### config.mk
export PLATFORM = sky130hd
export DESIGN_NAME = inst_decode_flat
export DESIGN_NICKNAME = d
export VERILOG_FILES = /design/src/rtl/inst_decode_pkg.sv /design/src/rtl/inst_decode_if.sv /design/src/rtl/inst_decode_reg_file.sv /design/src/rtl/inst_decode.sv /design/src/flat_wrapper.sv
export SDC_FILE = /design/constraint.sdc
export NUM_CORES = 2
export LEC_CHECK = 0
export CORE_MARGIN = 3
export CORE_UTILIZATION = 61
export DETAILED_ROUTE_END_ITERATION = 8
export PLACE_DENSITY_LB_ADDON = 0.08
export SLEW_MARGIN = 5
export SYNTH_ARGS = -nofsm -noshare
export SYNTH_HDL_FRONTEND = slang
export SYNTH_HIERARCHICAL = 1
export SYNTH_SLANG_ARGS = --single-unit
### constraint.sdc
create_clock -name clk -period 2.8 [get_ports clk]
set_clock_uncertainty 0.1 [all_clocks]
set_input_delay 0.28 -clock clk [delete_from_list [all_inputs] [get_ports clk]]
set_output_delay 0.28 -clock clk [all_outputs]
set_load 0.02 [all_outputs]
### src/rtl/inst_decode_pkg.sv
// Shared RV32I decode definitions: opcodes, ALU-op encodings and the decode output record.
package cpu_defs;

    localparam int XLEN = 32;
    localparam int NREG = 32;

    localparam logic [6:0] OP_R      = 7'b0110011;
    localparam logic [6:0] OP_I      = 7'b0010011;
    localparam logic [6:0] OP_LOAD   = 7'b0000011;
    localparam logic [6:0] OP_STORE  = 7'b0100011;
    localparam logic [6:0] OP_BRANCH = 7'b1100011;
    localparam logic [6:0] OP_LUI    = 7'b0110111;
    localparam logic [6:0] OP_AUIPC  = 7'b0010111;
    localparam logic [6:0] OP_JAL    = 7'b1101111;
    localparam logic [6:0] OP_JALR   = 7'b1100111;

    localparam logic [1:0] ALU_ADD = 2'b00;
    localparam logic [1:0] ALU_BR  = 2'b01;
    localparam logic [1:0] ALU_FN  = 2'b10;

    typedef struct packed {
        logic       branch;
        logic       jump;
        logic       mem_read;
        logic       mem_write;
        logic       mem_to_reg;
        logic       alu_src;
        logic       reg_write;
        logic [1:0] alu_op;
        logic       illegal;
    } ctrl_t;

    typedef struct packed {
        logic [XLEN-1:0] rs1_data;
        logic [XLEN-1:0] rs2_data;
        logic [XLEN-1:0] imm32;
        logic [4:0]      rd;
        logic [4:0]      rs1;
        logic [4:0]      rs2;
        logic [2:0]      funct3;
        logic            funct7b5;
        ctrl_t           ctrl;
        logic            out_valid;
    } dec_t;

endpackage

### src/rtl/inst_decode_if.sv
// Fetch/hazard/write-back inputs and registered decode outputs of the decode stage.
interface inst_decode_if;
    import cpu_defs::*;

    logic [31:0]     inst;
    logic            inst_valid;
    logic            stall;
    logic            flush;
    logic            wb_we;
    logic [4:0]      wb_addr;
    logic [XLEN-1:0] wb_data;

    logic [XLEN-1:0] rs1_data;
    logic [XLEN-1:0] rs2_data;
    logic [XLEN-1:0] imm32;
    logic [4:0]      rd;
    logic [4:0]      rs1;
    logic [4:0]      rs2;
    logic [2:0]      funct3;
    logic            funct7b5;
    logic            branch;
    logic            jump;
    logic            mem_read;
    logic            mem_write;
    logic            mem_to_reg;
    logic            alu_src;
    logic            reg_write;
    logic [1:0]      alu_op;
    logic            illegal;
    logic            out_valid;

    modport master (
        input  inst, inst_valid, stall, flush, wb_we, wb_addr, wb_data,
        output rs1_data, rs2_data, imm32, rd, rs1, rs2, funct3, funct7b5,
               branch, jump, mem_read, mem_write, mem_to_reg, alu_src, reg_write,
               alu_op, illegal, out_valid
    );

    modport slave (
        output inst, inst_valid, stall, flush, wb_we, wb_addr, wb_data,
        input  rs1_data, rs2_data, imm32, rd, rs1, rs2, funct3, funct7b5,
               branch, jump, mem_read, mem_write, mem_to_reg, alu_src, reg_write,
               alu_op, illegal, out_valid
    );

endinterface

### src/rtl/inst_decode_reg_file.sv
// Register file: NREG x XLEN, two async read ports with write-first bypass, one sync write port.
// Latency: reads combinational, write visible to array after the edge.
// Backpressure: none; writes during reset are dropped.
module reg_file #(
    parameter int XLEN           = 32,
    parameter int NREG           = 32,
    parameter int RF_RESET_CLEAR = 1,
    localparam int AW            = $clog2(NREG)
) (
    input  logic            clk,
    input  logic            rst,
    input  logic            we,
    input  logic [AW-1:0]   waddr,
    input  logic [XLEN-1:0] wdata,
    input  logic [AW-1:0]   raddr1,
    output logic [XLEN-1:0] rdata1,
    input  logic [AW-1:0]   raddr2,
    output logic [XLEN-1:0] rdata2
);

    logic [XLEN-1:0] regs [NREG];

    always_ff @(posedge clk) begin
        if (rst) begin
            if (RF_RESET_CLEAR != 0) begin
                for (int i = 0; i < NREG; i++) regs[i] <= '0;
            end
        end else if (we && waddr != '0) begin
            regs[waddr] <= wdata;
        end
    end

    // x0 is forced here so it never depends on array contents.
    always_comb begin
        rdata1 = regs[raddr1];
        rdata2 = regs[raddr2];
        if (we && waddr == raddr1) rdata1 = wdata;
        if (we && waddr == raddr2) rdata2 = wdata;
        if (raddr1 == '0) rdata1 = '0;
        if (raddr2 == '0) rdata2 = '0;
    end

endmodule

### src/rtl/inst_decode.sv
// RV32I decode stage: register read, immediate generation and control decode into an output register.
// Latency: 1 cycle from inst sample to registered outputs.
// Backpressure: stall holds the output register (with write-back refresh of held operands); flush inserts a bubble.
module inst_decode #(
    parameter int XLEN           = 32,
    parameter int NREG           = 32,
    parameter int RF_RESET_CLEAR = 1
) (
    input  logic         clk,
    input  logic         rst,
    inst_decode_if.master dif
);
    import cpu_defs::*;

    logic [31:0]     ins;
    logic [6:0]      opcode;
    logic [XLEN-1:0] rf_rd1;
    logic [XLEN-1:0] rf_rd2;
    logic [XLEN-1:0] imm_i, imm_s, imm_b, imm_u, imm_j;
    ctrl_t           ctrl;
    logic [XLEN-1:0] imm;
    dec_t            nxt;
    dec_t            q;

    assign ins    = dif.inst;
    assign opcode = ins[6:0];

    reg_file #(
        .XLEN           (XLEN),
        .NREG           (NREG),
        .RF_RESET_CLEAR (RF_RESET_CLEAR)
    ) u_rf (
        .clk    (clk),
        .rst    (rst),
        .we     (dif.wb_we),
        .waddr  (dif.wb_addr),
        .wdata  (dif.wb_data),
        .raddr1 (ins[19:15]),
        .rdata1 (rf_rd1),
        .raddr2 (ins[24:20]),
        .rdata2 (rf_rd2)
    );

    // B and J immediates are byte offsets, so bit 0 is always zero.
    assign imm_i = {{20{ins[31]}}, ins[31:20]};
    assign imm_s = {{20{ins[31]}}, ins[31:25], ins[11:7]};
    assign imm_b = {{19{ins[31]}}, ins[31], ins[7], ins[30:25], ins[11:8], 1'b0};
    assign imm_u = {ins[31:12], 12'b0};
    assign imm_j = {{11{ins[31]}}, ins[31], ins[19:12], ins[20], ins[30:21], 1'b0};

    always_comb begin
        ctrl = '0;
        imm  = '0;
        case (opcode)
            OP_R: begin
                ctrl.reg_write = 1'b1;
                ctrl.alu_op    = ALU_FN;
            end
            OP_I: begin
                ctrl.alu_src   = 1'b1;
                ctrl.reg_write = 1'b1;
                ctrl.alu_op    = ALU_FN;
                imm            = imm_i;
            end
            OP_LOAD: begin
                ctrl.mem_read   = 1'b1;
                ctrl.mem_to_reg = 1'b1;
                ctrl.alu_src    = 1'b1;
                ctrl.reg_write  = 1'b1;
                imm             = imm_i;
            end
            OP_STORE: begin
                ctrl.mem_write = 1'b1;
                ctrl.alu_src   = 1'b1;
                imm            = imm_s;
            end
            OP_BRANCH: begin
                ctrl.branch = 1'b1;
                ctrl.alu_op = ALU_BR;
                imm         = imm_b;
            end
            OP_LUI, OP_AUIPC: begin
                ctrl.alu_src   = 1'b1;
                ctrl.reg_write = 1'b1;
                imm            = imm_u;
            end
            OP_JAL: begin
                ctrl.jump      = 1'b1;
                ctrl.reg_write = 1'b1;
                imm            = imm_j;
            end
            OP_JALR: begin
                ctrl.jump      = 1'b1;
                ctrl.reg_write = 1'b1;
                ctrl.alu_src   = 1'b1;
                imm            = imm_i;
            end
            default: ctrl.illegal = 1'b1;
        endcase
    end

    always_comb begin
        nxt           = '0;
        nxt.rs1_data  = rf_rd1;
        nxt.rs2_data  = rf_rd2;
        nxt.imm32     = imm;
        nxt.rd        = ins[11:7];
        nxt.rs1       = ins[19:15];
        nxt.rs2       = ins[24:20];
        nxt.funct3    = ins[14:12];
        nxt.funct7b5  = ins[30];
        nxt.ctrl      = ctrl;
        nxt.out_valid = 1'b1;
    end

    // While stalled, refresh held operands from write-back so release never issues stale data.
    always_ff @(posedge clk) begin
        if (rst) begin
            q <= '0;
        end else if (dif.flush || (!dif.stall && !dif.inst_valid)) begin
            q <= '0;
        end else if (dif.stall) begin
            if (dif.wb_we && dif.wb_addr == q.rs1 && q.rs1 != 5'd0) q.rs1_data <= dif.wb_data;
            if (dif.wb_we && dif.wb_addr == q.rs2 && q.rs2 != 5'd0) q.rs2_data <= dif.wb_data;
        end else begin
            q <= nxt;
        end
    end

    assign dif.rs1_data   = q.rs1_data;
    assign dif.rs2_data   = q.rs2_data;
    assign dif.imm32      = q.imm32;
    assign dif.rd         = q.rd;
    assign dif.rs1        = q.rs1;
    assign dif.rs2        = q.rs2;
    assign dif.funct3     = q.funct3;
    assign dif.funct7b5   = q.funct7b5;
    assign dif.branch     = q.ctrl.branch;
    assign dif.jump       = q.ctrl.jump;
    assign dif.mem_read   = q.ctrl.mem_read;
    assign dif.mem_write  = q.ctrl.mem_write;
    assign dif.mem_to_reg = q.ctrl.mem_to_reg;
    assign dif.alu_src    = q.ctrl.alu_src;
    assign dif.reg_write  = q.ctrl.reg_write;
    assign dif.alu_op     = q.ctrl.alu_op;
    assign dif.illegal    = q.ctrl.illegal;
    assign dif.out_valid  = q.out_valid;

endmodule

### src/flat_wrapper.sv
// flat-port wrapper written by rule: the top's interface ports become plain ports
module inst_decode_flat import cpu_defs::*;
#(
    parameter int XLEN           = 32,
    parameter int NREG           = 32,
    parameter int RF_RESET_CLEAR = 1
)
  (clk, rst, dif_inst, dif_inst_valid, dif_stall, dif_flush, dif_wb_we, dif_wb_addr, dif_wb_data, dif_rs1_data, dif_rs2_data, dif_imm32, dif_rd, dif_rs1, dif_rs2, dif_funct3, dif_funct7b5, dif_branch, dif_jump, dif_mem_read, dif_mem_write, dif_mem_to_reg, dif_alu_src, dif_reg_write, dif_alu_op, dif_illegal, dif_out_valid);
  inst_decode_if dif_i ();
  input  logic clk;
  input  logic rst;
  input wire logic [$bits(dif_i.inst)-1:0] dif_inst;
  input wire logic [$bits(dif_i.inst_valid)-1:0] dif_inst_valid;
  input wire logic [$bits(dif_i.stall)-1:0] dif_stall;
  input wire logic [$bits(dif_i.flush)-1:0] dif_flush;
  input wire logic [$bits(dif_i.wb_we)-1:0] dif_wb_we;
  input wire logic [$bits(dif_i.wb_addr)-1:0] dif_wb_addr;
  input wire logic [$bits(dif_i.wb_data)-1:0] dif_wb_data;
  output wire logic [$bits(dif_i.rs1_data)-1:0] dif_rs1_data;
  output wire logic [$bits(dif_i.rs2_data)-1:0] dif_rs2_data;
  output wire logic [$bits(dif_i.imm32)-1:0] dif_imm32;
  output wire logic [$bits(dif_i.rd)-1:0] dif_rd;
  output wire logic [$bits(dif_i.rs1)-1:0] dif_rs1;
  output wire logic [$bits(dif_i.rs2)-1:0] dif_rs2;
  output wire logic [$bits(dif_i.funct3)-1:0] dif_funct3;
  output wire logic [$bits(dif_i.funct7b5)-1:0] dif_funct7b5;
  output wire logic [$bits(dif_i.branch)-1:0] dif_branch;
  output wire logic [$bits(dif_i.jump)-1:0] dif_jump;
  output wire logic [$bits(dif_i.mem_read)-1:0] dif_mem_read;
  output wire logic [$bits(dif_i.mem_write)-1:0] dif_mem_write;
  output wire logic [$bits(dif_i.mem_to_reg)-1:0] dif_mem_to_reg;
  output wire logic [$bits(dif_i.alu_src)-1:0] dif_alu_src;
  output wire logic [$bits(dif_i.reg_write)-1:0] dif_reg_write;
  output wire logic [$bits(dif_i.alu_op)-1:0] dif_alu_op;
  output wire logic [$bits(dif_i.illegal)-1:0] dif_illegal;
  output wire logic [$bits(dif_i.out_valid)-1:0] dif_out_valid;
  assign dif_i.inst = dif_inst;
  assign dif_i.inst_valid = dif_inst_valid;
  assign dif_i.stall = dif_stall;
  assign dif_i.flush = dif_flush;
  assign dif_i.wb_we = dif_wb_we;
  assign dif_i.wb_addr = dif_wb_addr;
  assign dif_i.wb_data = dif_wb_data;
  assign dif_rs1_data = dif_i.rs1_data;
  assign dif_rs2_data = dif_i.rs2_data;
  assign dif_imm32 = dif_i.imm32;
  assign dif_rd = dif_i.rd;
  assign dif_rs1 = dif_i.rs1;
  assign dif_rs2 = dif_i.rs2;
  assign dif_funct3 = dif_i.funct3;
  assign dif_funct7b5 = dif_i.funct7b5;
  assign dif_branch = dif_i.branch;
  assign dif_jump = dif_i.jump;
  assign dif_mem_read = dif_i.mem_read;
  assign dif_mem_write = dif_i.mem_write;
  assign dif_mem_to_reg = dif_i.mem_to_reg;
  assign dif_alu_src = dif_i.alu_src;
  assign dif_reg_write = dif_i.reg_write;
  assign dif_alu_op = dif_i.alu_op;
  assign dif_illegal = dif_i.illegal;
  assign dif_out_valid = dif_i.out_valid;
  inst_decode #(.XLEN(XLEN), .NREG(NREG), .RF_RESET_CLEAR(RF_RESET_CLEAR)) u_core (.clk(clk), .rst(rst), .dif(dif_i));
endmodule
==> parameters.txt <==
Parameter                              Value

Global route
  Global-route wire length before repair    312.3 mm
  All-layer global routing usage    0.4321
  Congestion Overflow GR    0
  Maximum number of pins on one net before global-route repair    67
  Initial antenna violation count    7
  Number of global-route vias before repair    43030

Critical path
  Category of the worst setup path launch point    input port
  Path type of the worst setup path    input port to register
  Required time of the worst setup path    3310 ps
  Critical Path End Type    register
  CP Max Fanout    17
  Arrival @ worst endpoint    3360 ps

Synth
  Post-synth top area cell    sky130_fd_sc_hd__edfxtp_1
  Yosys top cell area share    0.5117
  Number of library cell types mapped by synthesis    68
  Main area contributors after synthesis    sky130_fd_sc_hd__edfxtp_1, sky130_fd_sc_hd__mux4_2, sky130_fd_sc_hd__and2_1
  Post-synthesis simple-gate area fraction    0.1265
  Number of flops mapped to enable cells by yosys    1024
  Mapped cell area    60100 sq um
  Synth Warn #    6
  Adder and majority cell fraction of the synthesized area    0
  Seq/Total Area, Yosys    0.5533
  Parity-gate share of the synthesized area counting xor and xnor cells    0.002623
  Async SR Flop Fraction    0
  Mux contribution to synthesized area    0.2073
  Synthesized instance count    4312
  Share of the synthesized area in compound gates (AO/OA/AOI/OAI)    0.07680
  Main combinational cell family by area after synthesis    multiplexers
  Number of register bits inferred by synthesis    1149
  Predominant post-synthesis flop cell    sky130_fd_sc_hd__edfxtp_1
  Mean post-synth cell area    13.94 sq um

Power
  Power per unit of standard cell area    597.8 nW/um^2
  Internal power    32110 uW
  Switching part of the total power    0.2503
  Switching component of the power    10720 uW
  Clk network pwr share    0.397
  Leakage    0.02636 uW
  Power, Total    42830 uW
  Worst voltage drop across the vdd grid    0.5949 mV
  Reg power frac    0.468
  Combinational group share of total power    0.135

Detailed routing
  Violation count after the first detailed-route iteration    6543
  First drt pass iteration count    8
  Wire length per cell after detailed routing    35.88 um
  Vias per cell    7.087
  Overall routed net length    220.2 mm
  Total via count after detailed routing    43490
  Post-route ant nets    0
  DRC violations left    2

Die
  X dimension of the die    319.9 um
  Die Ht    319.9 um
  Top-level port count    201
  Die area    102300 sq um
  Core footprint    97140 sq um
  Standard-cell rows    114
  Initial Util    0.6187

Layout
  Layout Area Growth over Synthesis    19.21%
  Top reg by flops    u_core/u_rf/regs
  Total area of multi-input combinational cells    25190 sq um
  Leading cell type in the layout, fill and taps excluded    sky130_fd_sc_hd__edfxtp_1
  Number of nets at the end of the flow    4831
  Design area    71640 sq um
  Area occupied by registers    33250 sq um
  Fraction of final layout cells sized beyond drive strength 1    0.2553
  Commonest cells after routing, fill and taps aside    sky130_fd_sc_hd__edfxtp_1, sky130_fd_sc_hd__and2_1, sky130_fd_sc_hd__buf_4
  Filler cells    6249
  Number of flip-flops under the largest register name    1024

STA
  Worst-Margin Slew    1366 ps
  Fin crit share    1.018
  Unrepaired setup endpoints after global routing    no
  Setup slack of the critical path after layout    -51.46 ps
  Setup Viol. Count Final    2
  Time the worst path needs with I/O delays and setup    2851 ps
  Upper clock frequency limit    0.3507 GHz
  Hold Violations, Final    0
  Worst slew margin relative to its limit    0.08768
  Pins Over Slew Limit    0

CTS
  Number of buffers added by the clock tree synthesis step    130
  CTS Root Buffer Type    sky130_fd_sc_hd__clkbuf_16
  Latest clock arrival within the worst-skew pair    750 ps
  Buffer depth of the longest clock path    3
  Max H-tree Level    4
  Number of clock sinks    1149
  TritonCTS clock tree    yes
  Clock Pin Slew Worst Setup and Hold Paths    60 ps

Worst hold path
  Hold Path Class    input port to register

Run status
  Violations in the final reports    DRC, setup timing
  Result of the run    complete, but fails checks

Placed design
  Placer congestion estimate    1.039
  Placed wire-length estimate after detailed placement    145.4 mm
  Input/output buffers    200
  Post-DP Area    67370 sq um
  Setup slack after placement    -748.6 ps

Job
  Max-cap check violation count    0
[power groups by stage]
stage	registers, uW	clock network [uW]	logic [uW]
after floorplan	20200	0	2920
after global placement	20300	0	5570
after detailed placement	20400	0	5610
after CTS	20000	17100	5650
after global routing	20100	17800	5910
final	20000	17000	5790
[cells in the mapped netlist, types with 57 or more instances]
cell,number
sky130_fd_sc_hd__edfxtp_1,1024
sky130_fd_sc_hd__and2_1,996
sky130_fd_sc_hd__mux4_2,388
sky130_fd_sc_hd__mux2i_1,365
sky130_fd_sc_hd__clkbuf_1,325
sky130_fd_sc_hd__a22oi_1,140
sky130_fd_sc_hd__a21oi_1,131
sky130_fd_sc_hd__dfxtp_1,125
sky130_fd_sc_hd__nor2_1,110
sky130_fd_sc_hd__buf_2,80
sky130_fd_sc_hd__nand2_1,70
sky130_fd_sc_hd__a22o_1,57
[final timing paths]
| check | startpoint | endpoint | slack, ps | cells after the start |
|---|---|---|---|---|
| setup reg to reg | u_core/u_rf/regs[9][7] | u_core/dif.rs1_data[7] | -40 | 8 |
| hold reg to reg | u_core/dif.imm32[19] | u_core/dif.imm32[19] | 350 | 2 |
| setup / recovery | dif_inst[16] | u_core/dif.rs1_data[15] | -50 | 10 |
| hold / removal | dif_inst[23] | u_core/dif.imm32[3] | 40 | 4 |
[through the flow]
stage                     instances  setup TNS, ps    util  hold WS (ps)
after floorplan                4343              0       -         323.9
after global placement         5896          -7941  0.6936         332.4
after detailed placement       5896          -9094  0.6936         342.2
after CTS                      6133              0  0.7374         2.956
after global routing           6133              0  0.7374         47.45
final                          6137         -92.75  0.7375         38.39
[logic make-up after synthesis]
family / count (synthesis)
XOR/XNOR: 18
AO/OA/AOI/OAI: 638
other: 1
AND/OR/NAND/NOR: 1283
multiplexers: 759
flip-flops: 1149
buffers and inverters: 464
[final cells by class]
type                    count  share of cell area
diodes                      4           0.0001397
clock buffers             183             0.05241
clock inverters            50            0.006200
inverters                   6           0.0003144
multi-input cells        2730              0.3517
flip-flops and latches   1149              0.4642
well taps                1276             0.02229
repair buffers            739              0.1028
[routing by layer]
layer | GRT usage | up-vias | wire (um)
li1 | - | 17410 | -
met1 | 0.5550 | 21670 | 75290
met2 | 0.6455 | 3581 | 97840
met3 | 0.1008 | 836 | 26720
met4 | 0.3270 | 2 | 20340
met5 | 0 | - | 9
[worst max-delay path: stages]
cell	delay, ps
sky130_fd_sc_hd__dlygate4sd3_1	550
sky130_fd_sc_hd__buf_6	210
sky130_fd_sc_hd__or3b_4	450
sky130_fd_sc_hd__buf_4	350
sky130_fd_sc_hd__o22ai_1	100
sky130_fd_sc_hd__a2111oi_1	750
sky130_fd_sc_hd__a21oi_1	130
sky130_fd_sc_hd__a22o_1	240
sky130_fd_sc_hd__o21ai_0	190
sky130_fd_sc_hd__a21oi_1	70
[repair_timing]
action | CTS | global route
resized for setup | 5 | 3
buffers inserted | 0 | 0
hold buffers | 4 | 0
setup endpoints to repair | 3 | 3
endpoints found under the hold margin | 32 | 0
Power figures use the tool's default switching activity.
